[src/rtl/noc_pkg.sv]
// Shared NoC router definitions: default widths, flit type codes and
// port index constants used by the output-stage muxes.
package noc_pkg;

  localparam int DEF_DATA_W = 22;
  localparam int DEF_VCH_W  = 2;
  localparam int DEF_PORT_W = 5;

  typedef enum logic [1:0] {
    TYPE_NONE = 2'd0,
    TYPE_HEAD = 2'd1,
    TYPE_DATA = 2'd2,
    TYPE_TAIL = 2'd3
  } flit_type_e;

  localparam int PORT0 = 0;
  localparam int PORT1 = 1;

  function automatic logic [DEF_PORT_W-1:0] port_bit(input int idx);
    logic [DEF_PORT_W-1:0] v;
    v = '0;
    v[idx] = 1'b1;
    return v;
  endfunction

endpackage

[src/rtl/flit_mux_sel_decode.sv]
// One-hot select checker for the 2:1 flit mux.
// Anything other than exactly port 0 or exactly port 1 is rejected.
module flit_mux_sel_decode
  import noc_pkg::*;
#(
  parameter int PORT_W = DEF_PORT_W
) (
  input  logic [PORT_W-1:0] sel,
  output logic              pick0,
  output logic              pick1,
  output logic              sel_ok
);

  localparam logic [PORT_W-1:0] SEL0 =
    PORT_W'(port_bit(PORT0));
  localparam logic [PORT_W-1:0] SEL1 =
    PORT_W'(port_bit(PORT1));

  assign pick0  = (sel == SEL0);
  assign pick1  = (sel == SEL1);
  assign sel_ok = pick0 | pick1;

endmodule

[src/rtl/flit_mux2.sv]
// Registered 2:1 flit mux for the router output stage.
// Optional macro FLIT_MUX_DATA_HOLD_EN: odata loads only on a valid flit.
module flit_mux2
  import noc_pkg::*;
#(
  parameter int DATA_W = DEF_DATA_W,
  parameter int VCH_W  = DEF_VCH_W,
  parameter int PORT_W = DEF_PORT_W
) (
  input  logic              clk,
  input  logic              rst_,
  input  logic [DATA_W-1:0] idata_0,
  input  logic              ivalid_0,
  input  logic [VCH_W-1:0]  ivch_0,
  input  logic [DATA_W-1:0] idata_1,
  input  logic              ivalid_1,
  input  logic [VCH_W-1:0]  ivch_1,
  input  logic [PORT_W-1:0] sel,
  output logic [DATA_W-1:0] odata,
  output logic              ovalid,
  output logic [VCH_W-1:0]  ovch
);

  logic              pick0;
  logic              pick1;
  logic              sel_ok;
  logic [DATA_W-1:0] nxt_data;
  logic              nxt_valid;
  logic [VCH_W-1:0]  nxt_vch;

  flit_mux_sel_decode #(
    .PORT_W (PORT_W)
  ) u_dec (
    .sel    (sel),
    .pick0  (pick0),
    .pick1  (pick1),
    .sel_ok (sel_ok)
  );

  always_comb begin
    nxt_data  = '0;
    nxt_valid = 1'b0;
    nxt_vch   = '0;
    if (sel_ok) begin
      unique case (1'b1)
        pick0: begin
          nxt_data  = idata_0;
          nxt_valid = ivalid_0;
          nxt_vch   = ivch_0;
        end
        pick1: begin
          nxt_data  = idata_1;
          nxt_valid = ivalid_1;
          nxt_vch   = ivch_1;
        end
        default: ;
      endcase
    end
  end

  always_ff @(posedge clk or negedge rst_) begin
    if (!rst_) begin
      odata  <= '0;
      ovalid <= 1'b0;
      ovch   <= '0;
    end else begin
      ovalid <= nxt_valid;
      ovch   <= nxt_vch;
`ifdef FLIT_MUX_DATA_HOLD_EN
      // nxt_valid already implies a legal select
      if (nxt_valid) odata <= nxt_data;
`else
      odata  <= nxt_data;
`endif
    end
  end

endmodule

[config.mk]
export PLATFORM = sky130hd
export DESIGN_NAME = flit_mux2
export DESIGN_NICKNAME = d
export VERILOG_FILES = /design/src/rtl/noc_pkg.sv /design/src/rtl/flit_mux_sel_decode.sv /design/src/rtl/flit_mux2.sv
export SDC_FILE = /design/constraint.sdc
export NUM_CORES = 1
export LEC_CHECK = 0
export ABC_CLOCK_PERIOD_IN_PS = 800
export CORE_ASPECT_RATIO = 0.6
export CORE_MARGIN = 1.5
export CORE_UTILIZATION = 39
export CTS_CLUSTER_DIAMETER = 150
export DETAILED_ROUTE_END_ITERATION = 8
export GPL_TIMING_DRIVEN = 0
export PLACE_DENSITY = 0.86
export SLEW_MARGIN = 10
export SYNTH_ARGS = -nofsm -noshare
export SYNTH_HDL_FRONTEND = slang
export SYNTH_SLANG_ARGS = --single-unit
[constraint.sdc]
create_clock -name clk -period 0.8 [get_ports clk]
set_input_delay 0.16 -clock clk [delete_from_list [all_inputs] [get_ports clk]]
set_output_delay 0.16 -clock clk [all_outputs]
set_load 0.01 [all_outputs]
==> results.json, run 1 <==
{
  "n_antenna_cell": 0,
  "drt_wl_total_mm": 4.00,
  "synth_top_area_share_pct": 48.4,
  "drt-pass1-iter-count": 6,
  "final_cell_area_sq_mm": 0.00220,
  "h-tree-depth": 1,
  "drv_cap": 0,
  "clk_path_buf_depth": 2,
  "groute.usage.overall_pct": 22.8,
  "outcome": "finished, violations left",
  "detail-route-antenna-nets": 0,
  "cts.root.buffer_cell": "sky130_fd_sc_hd__clkbuf_8",
  "final-setup-viol-count": 39,
  "numPortBuffers": 79,
  "place_hpwl_mm": 2.87,
  "grt_pass1_vias": 1248,
  "worst-path-buf-inv": 1,
  "fp-row-count": 15,
  "cts.sink_count": 25,
  "yosys_register_bits": 25,
  "detailed_route_wire_length_per_cell_um": 16.4,
  "post_route_cells_drive_above_1_share_pct": 32.7,
  "floorplan.io_pins": 82,
  "async_reset_ff_share_pct": 100,
  "post-route-drc-count": 0,
  "tritoncts": "done",
  "cell_breakdown_of_the_critical_path": "buf_2",
  "grt_setup_unrepaired": "true",
  "dpl-instance-area_sq_mm": 0.00213,
  "die_y_um": 47.6,
  "areaGrowthSynthToFinish_pct": 70.7,
  "vias": 1250,
  "yosysWarningCount": 0,
  "fmaxAchievable_mhz": 1050,
  "arrival_ns": 0.79,
  "timing.slew.headroom_pct": 58.7,
  "synth_most_common_cell": "sky130_fd_sc_hd__nand3b_1",
  "synthesis.instances": 114,
  "post_synth_instance_area_sq_mm": 0.00129,
  "detail_route.vias_per_cell": 5.12,
  "global_route_wire_length_before_repair_mm": 6.11,
  "number_of_antenna_violations_at_the_first_check_in_global_routing": 0,
  "fin_hold_ws_ns": -0.00412,
  "drt_iter0_markers": 39,
  "path_delay_family": "flip-flops",
  "seq_area_frac_synth_pct": 48.4,
  "timing_worst_setup_path_type": "reg2out",
  "post-synth-top-area-cell": "sky130_fd_sc_hd__dfrtp_1",
  "worst_hold_path_type": "in2async",
  "synthTopCellsByArea": "sky130_fd_sc_hd__dfrtp_1 (48%), sky130_fd_sc_hd__nand3b_1 (29%), sky130_fd_sc_hd__a21oi_2 (14%), sky130_fd_sc_hd__buf_8 (2.3%), sky130_fd_sc_hd__clkbuf_1 (2.3%)",
  "placeableCoreArea_sq_mm": 0.00300,
  "worst-slew-pin-transition_ns": 0.619,
  "synth.avg_cell_area_sq_um": 11.3,
  "total_leakage_power_uw": 0.000904,
  "synth_nets": 171,
  "finalWeightedCongestion": 0.809,
  "synth.lib_cells_used.distinct": 9,
  "dp.cells": 235,
  "worst_slack_ns": -0.150,
  "crit_path_max_incr_delay_ns": 0.39,
  "fin_crit_ns": 0.950,
  "synth_edf_count": 0,
  "vdd_ir_max_mv": 0.691,
  "hold_viol_final": 23,
  "power.density_mw_per_mm2": 1200,
  "pre_cts_slack_ns": -0.697,
  "required_ns": 0.64,
  "design.die.area_sq_mm": 0.00368,
  "violations": "hold timing, setup timing",
  "setup_total_negative_slack_ns": -4.03,
  "finalNonFillerCells": 244,
  "startpoint_type": "flip-flop",
  "initial_core_util_pct": 43.0,
  "crit_fanout": 1,
  "die_w_um": 77.3,
  "finalNetCount": 260,
  "grt_start_max_net_pins": 26,
  "timing_max_transition_violations_final": 0,
  "timing.critical_path.to_type": "output port",
  "cts-buffers-inserted": 3,
  "cts.clk_slew.worst_paths_ns": 0.08,
  "grt-ovfl-total": 0,
  "timing.critical_path.slowest_stage_cell": "sky130_fd_sc_hd__dfrtp_1",
  "layout_worst_path_cycle_share_pct": 119,
  "post_synth_most_frequent_cells": "sky130_fd_sc_hd__nand3b_1 (50), sky130_fd_sc_hd__dfrtp_1 (25), sky130_fd_sc_hd__a21oi_2 (20)",
  "synthFlopType": "sky130_fd_sc_hd__dfrtp_1"
}
## flip-flops by register name, summed over array words and instances, names as in the netlist
| signal | flops |
|---|---|
| odata | 22 |
| ovalid | 1 |
| ovch | 2 |
## stage by stage
step / utilization [%] / total power [uW]
4_1_cts: 72.8 / 2660
2_1_floorplan: - / 1530
3_5_place_dp: 71.1 / 1910
3_3_place_gp: 71.1 / 1900
6_report: 73.4 / 2650
5_1_grt: 73.4 / 2760
## layout make-up
cell class	instances	area [sq um]
Fill cell	213	798
Timing Repair Buffer	86	796
Multi-Input combinational cell	76	628
Sequential cell	25	626
Buffer	11	57.6
Tap cell	42	52.6
Clock buffer	4	45.0
## cells by family after synthesis
| kind of cell | count (synthesis) | share of synthesized area [%] |
|---|---|---|
| flops | 25 | 48.4 |
| simple gates | 51 | 29.9 |
| buf+inv | 13 | 6.10 |
| compound gates | 25 | 15.5 |
## final timing paths
path	from	end	slack (ns)	depth (start not counted)
worst max-delay path	odata[0]$_DFF_PN0_	odata[0]	-0.15	1
worst min-delay path	rst_	odata[4]$_DFF_PN0_	-0.004	1
min in group clk	sel[2]	odata[0]$_DFF_PN0_	0.32	4
max in group asynchronous	rst_	odata[19]$_DFF_PN0_	0.40	1
## repair_timing
item,4_1_cts,5_1_grt
hold buffers,0,0
cloned,2,0
setup endpoints to repair,75,45
gates resized for setup,126,7
buffers inserted,5,1
pin swaps,1,1
## per-layer routing
| metal | global-route usage [%] | up-vias | wire, um |
|---|---|---|---|
| li1 | - | 584 | - |
| met1 | 30.7 | 598 | 1880 |
| met2 | 36.7 | 64 | 1700 |
| met3 | 8.19 | 4 | 389 |
| met4 | 4.73 | 0 | 27 |
| met5 | 0 | - | 0 |
## placed cells by master, fill, tap and decap left out
cell / count
sky130_fd_sc_hd__nand3b_1: 50
sky130_fd_sc_hd__clkdlybuf4s50_1: 50
sky130_fd_sc_hd__dfrtp_1: 25
sky130_fd_sc_hd__buf_2: 23
sky130_fd_sc_hd__a21oi_2: 22
sky130_fd_sc_hd__clkbuf_1: 9
sky130_fd_sc_hd__buf_6: 9
sky130_fd_sc_hd__a21oi_4: 3
sky130_fd_sc_hd__buf_12: 3
sky130_fd_sc_hd__clkbuf_8: 3
sky130_fd_sc_hd__buf_1: 2
sky130_fd_sc_hd__or3_4: 1
sky130_fd_sc_hd__buf_16: 1
sky130_fd_sc_hd__clkdlybuf4s15_2: 1
## power by group
group | internal, uW | switching, uW | total, uW | leakage (uW)
clock | 356 | 367 | 723 | 0.0000228
sequential | 1280 | 6.34 | 1290 | 0.000346
combinational | 383 | 254 | 636 | 0.000535
total | 2020 | 627 | 2650 | 0.000904
Note: power is estimated with default switching activity, not from simulation.
==> inputs of run 2 (changes only) <==
- CORE_MARGIN: 1.5 -> default
==> run 2 against run 1 <==
The flow still finishes with violations (hold timing, setup timing). Non-clock buffer count fell by 3. Combinational power fell by 3.8%. Design area fell by 2.7%. Setup slack got worse by 0.0090 ns. Critical path depth did not move. First-iteration DRC count rose by 59%. Power barely moved. Via count fell by 1.8%. Maximum frequency fell by 0.94%. Final cell count fell by 1.2%. Critical path type unchanged. Highest routed layer unchanged.
==> results.json, run 2 (synthesis gave the netlist of run 1 again) <==
{
  "cts.sink_count": 25,
  "floorplan.io_pins": 82,
  "required_ns": 0.64,
  "largest_register": "odata",
  "fraction_of_power_consumed_by_the_clock_network_pct": 28.3,
  "grt_start_max_net_pins": 26,
  "grt_pass1_vias": 1204,
  "path_delay_family": "flip-flops",
  "h-tree-depth": 1,
  "p_comb_share_pct": 23.1,
  "hold_viol_final": 25,
  "timing.slew.headroom_pct": 58.2,
  "fmaxAchievable_mhz": 1040,
  "post-route-drc-count": 0,
  "met2RoutedLength_mm": 1.67,
  "initial_core_util_pct": 43.0,
  "layout_worst_path_cycle_share_pct": 120,
  "detailed_route_wire_length_per_cell_um": 16.4,
  "number_of_antenna_violations_at_the_first_check_in_global_routing": 0,
  "drt_wl_total_mm": 3.96,
  "startpoint_type": "flip-flop",
  "fin_crit_ns": 0.959,
  "die_y_um": 46.6,
  "power.switching_uw": 651,
  "timing.critical_path.to_type": "output port",
  "placeableCoreArea_sq_mm": 0.00300,
  "finalNetCount": 257,
  "grt_setup_unrepaired": "true",
  "die_w_um": 76.3,
  "most-common-layout-cells": "sky130_fd_sc_hd__nand3b_1 (50), sky130_fd_sc_hd__clkdlybuf4s50_1 (50), sky130_fd_sc_hd__buf_2 (25), sky130_fd_sc_hd__dfrtp_1 (25), sky130_fd_sc_hd__a21oi_2 (24)",
  "grt-ovfl-total": 0,
  "fp-row-count": 15,
  "detail_route.vias_per_cell": 5.09,
  "timing_max_transition_violations_final": 0,
  "reg_top3": "odata x22, ovch x2, ovalid x1",
  "arrival_ns": 0.80,
  "cts.root.buffer_cell": "sky130_fd_sc_hd__clkbuf_8",
  "setup.worst_path.start": "odata[7]$_DFF_PN0_",
  "global_route_wire_length_before_repair_mm": 6.03,
  "cts-buffers-inserted": 3,
  "fillerInstances": 230,
  "tritoncts": "done",
  "power.density_mw_per_mm2": 1240,
  "drt_iter0_markers": 62,
  "post-route-util_pct": 71.4,
  "cts.clk_slew.worst_paths_ns": 0.09,
  "m1_wire_length_mm": 1.87,
  "drv_cap": 0,
  "outcome": "finished, violations left",
  "worst_slack_ns": -0.159,
  "hold_buffers": 0,
  "setup_total_negative_slack_ns": -3.23,
  "crit_path_max_incr_delay_ns": 0.39,
  "clk_path_buf_depth": 2,
  "worst_hold_path_type": "in2async",
  "violations": "hold timing, setup timing",
  "vdd_ir_max_mv": 0.630,
  "areaGrowthSynthToFinish_pct": 66.1,
  "finalWeightedCongestion": 0.775,
  "power.internal_uw": 2000,
  "highest-signal-layer": "met4",
  "dp.cells": 235,
  "share_of_power_burned_in_registers_pct": 48.6,
  "finalNonFillerCells": 241,
  "groute.usage.overall_pct": 23.3,
  "vias": 1227,
  "n_antenna_cell": 0,
  "timing_worst_setup_path_type": "reg2out",
  "design.die.area_sq_mm": 0.00355,
  "place_hpwl_mm": 2.85,
  "max_ffs_per_register": 22,
  "total_leakage_power_uw": 0.000886,
  "detailroute.wirelength.met3_um": 397,
  "drt-pass1-iter-count": 4,
  "detail-route-antenna-nets": 0,
  "crit_fanout": 1,
  "cell_breakdown_of_the_critical_path": "buf_2",
  "numPortBuffers": 79,
  "worst-slew-pin-transition_ns": 0.627,
  "post_route_cells_drive_above_1_share_pct": 32.2,
  "worst-path-buf-inv": 1,
  "final-setup-viol-count": 27,
  "timing.critical_path.slowest_stage_cell": "sky130_fd_sc_hd__dfrtp_1",
  "p_sw_share_pct": 24.6,
  "fin_hold_ws_ns": -0.0110
}
## run 2: cell types whose count changed in the layout (fill, tap and decap cells not counted), sizes merged
cell / delta
buf: -3
clkbuf: -1
clkinv: +1
## run 2: through the flow
stage / hold WS (ns) / cell area [sq um] / power [uW] / worst slack (ns)
6_report: -0.0110 / 2140 / 2650 / -0.159
5_1_grt: 0.0396 / 2140 / 2750 / -0.187
4_1_cts: 0.0119 / 2140 / 2660 / -0.159
3_5_place_dp: 0.578 / 2130 / 1910 / -0.736
3_3_place_gp: 0.579 / 2130 / 1900 / -0.721
2_1_floorplan: -0.136 / 1290 / 1530 / -0.154
## run 2: power by group through the flow
stage	sequential (uW)	combinational, uW	clock [uW]
finish	1290	612	751
detailed placement	1310	595	0
CTS	1290	616	760
global route	1290	657	805
global placement	1310	581	0
floorplan	1330	199	0
## run 2: final cells by class
class / instances / area, sq um / area share (%)
Tap cell: 42 / 52.6 / 2.45
Sequential cell: 25 / 626 / 29.2
Timing Repair Buffer: 82 / 729 / 34.0
Clock buffer: 3 / 41.3 / 1.93
Clock inverter: 1 / 5.00 / 0.233
Multi-Input combinational cell: 76 / 613 / 28.6
Buffer: 12 / 77.6 / 3.62
## run 2: final timing paths
kind                                       end  slack (ns)  cells past startpoint
setup / recovery                      odata[7]       -0.16                      1
hold / removal             odata[12]$_DFF_PN0_       -0.01                      1
min in group clk            odata[0]$_DFF_PN0_        0.32                      3
max in group asynchronous     ovalid$_DFF_PN0_        0.41                      1
## run 2: timing repair
item	in CTS	in global routing
buffers inserted	2	0
gates cloned	2	0
resized for setup	121	5
pin swaps	1	1
setup endpoints to repair	75	32
## run 2: layer usage
metal,track usage (%),vias to the layer above
met5,0,-
met4,4.62,0
met3,9.70,2
met2,36.4,68
met1,30.7,579
li1,-,578
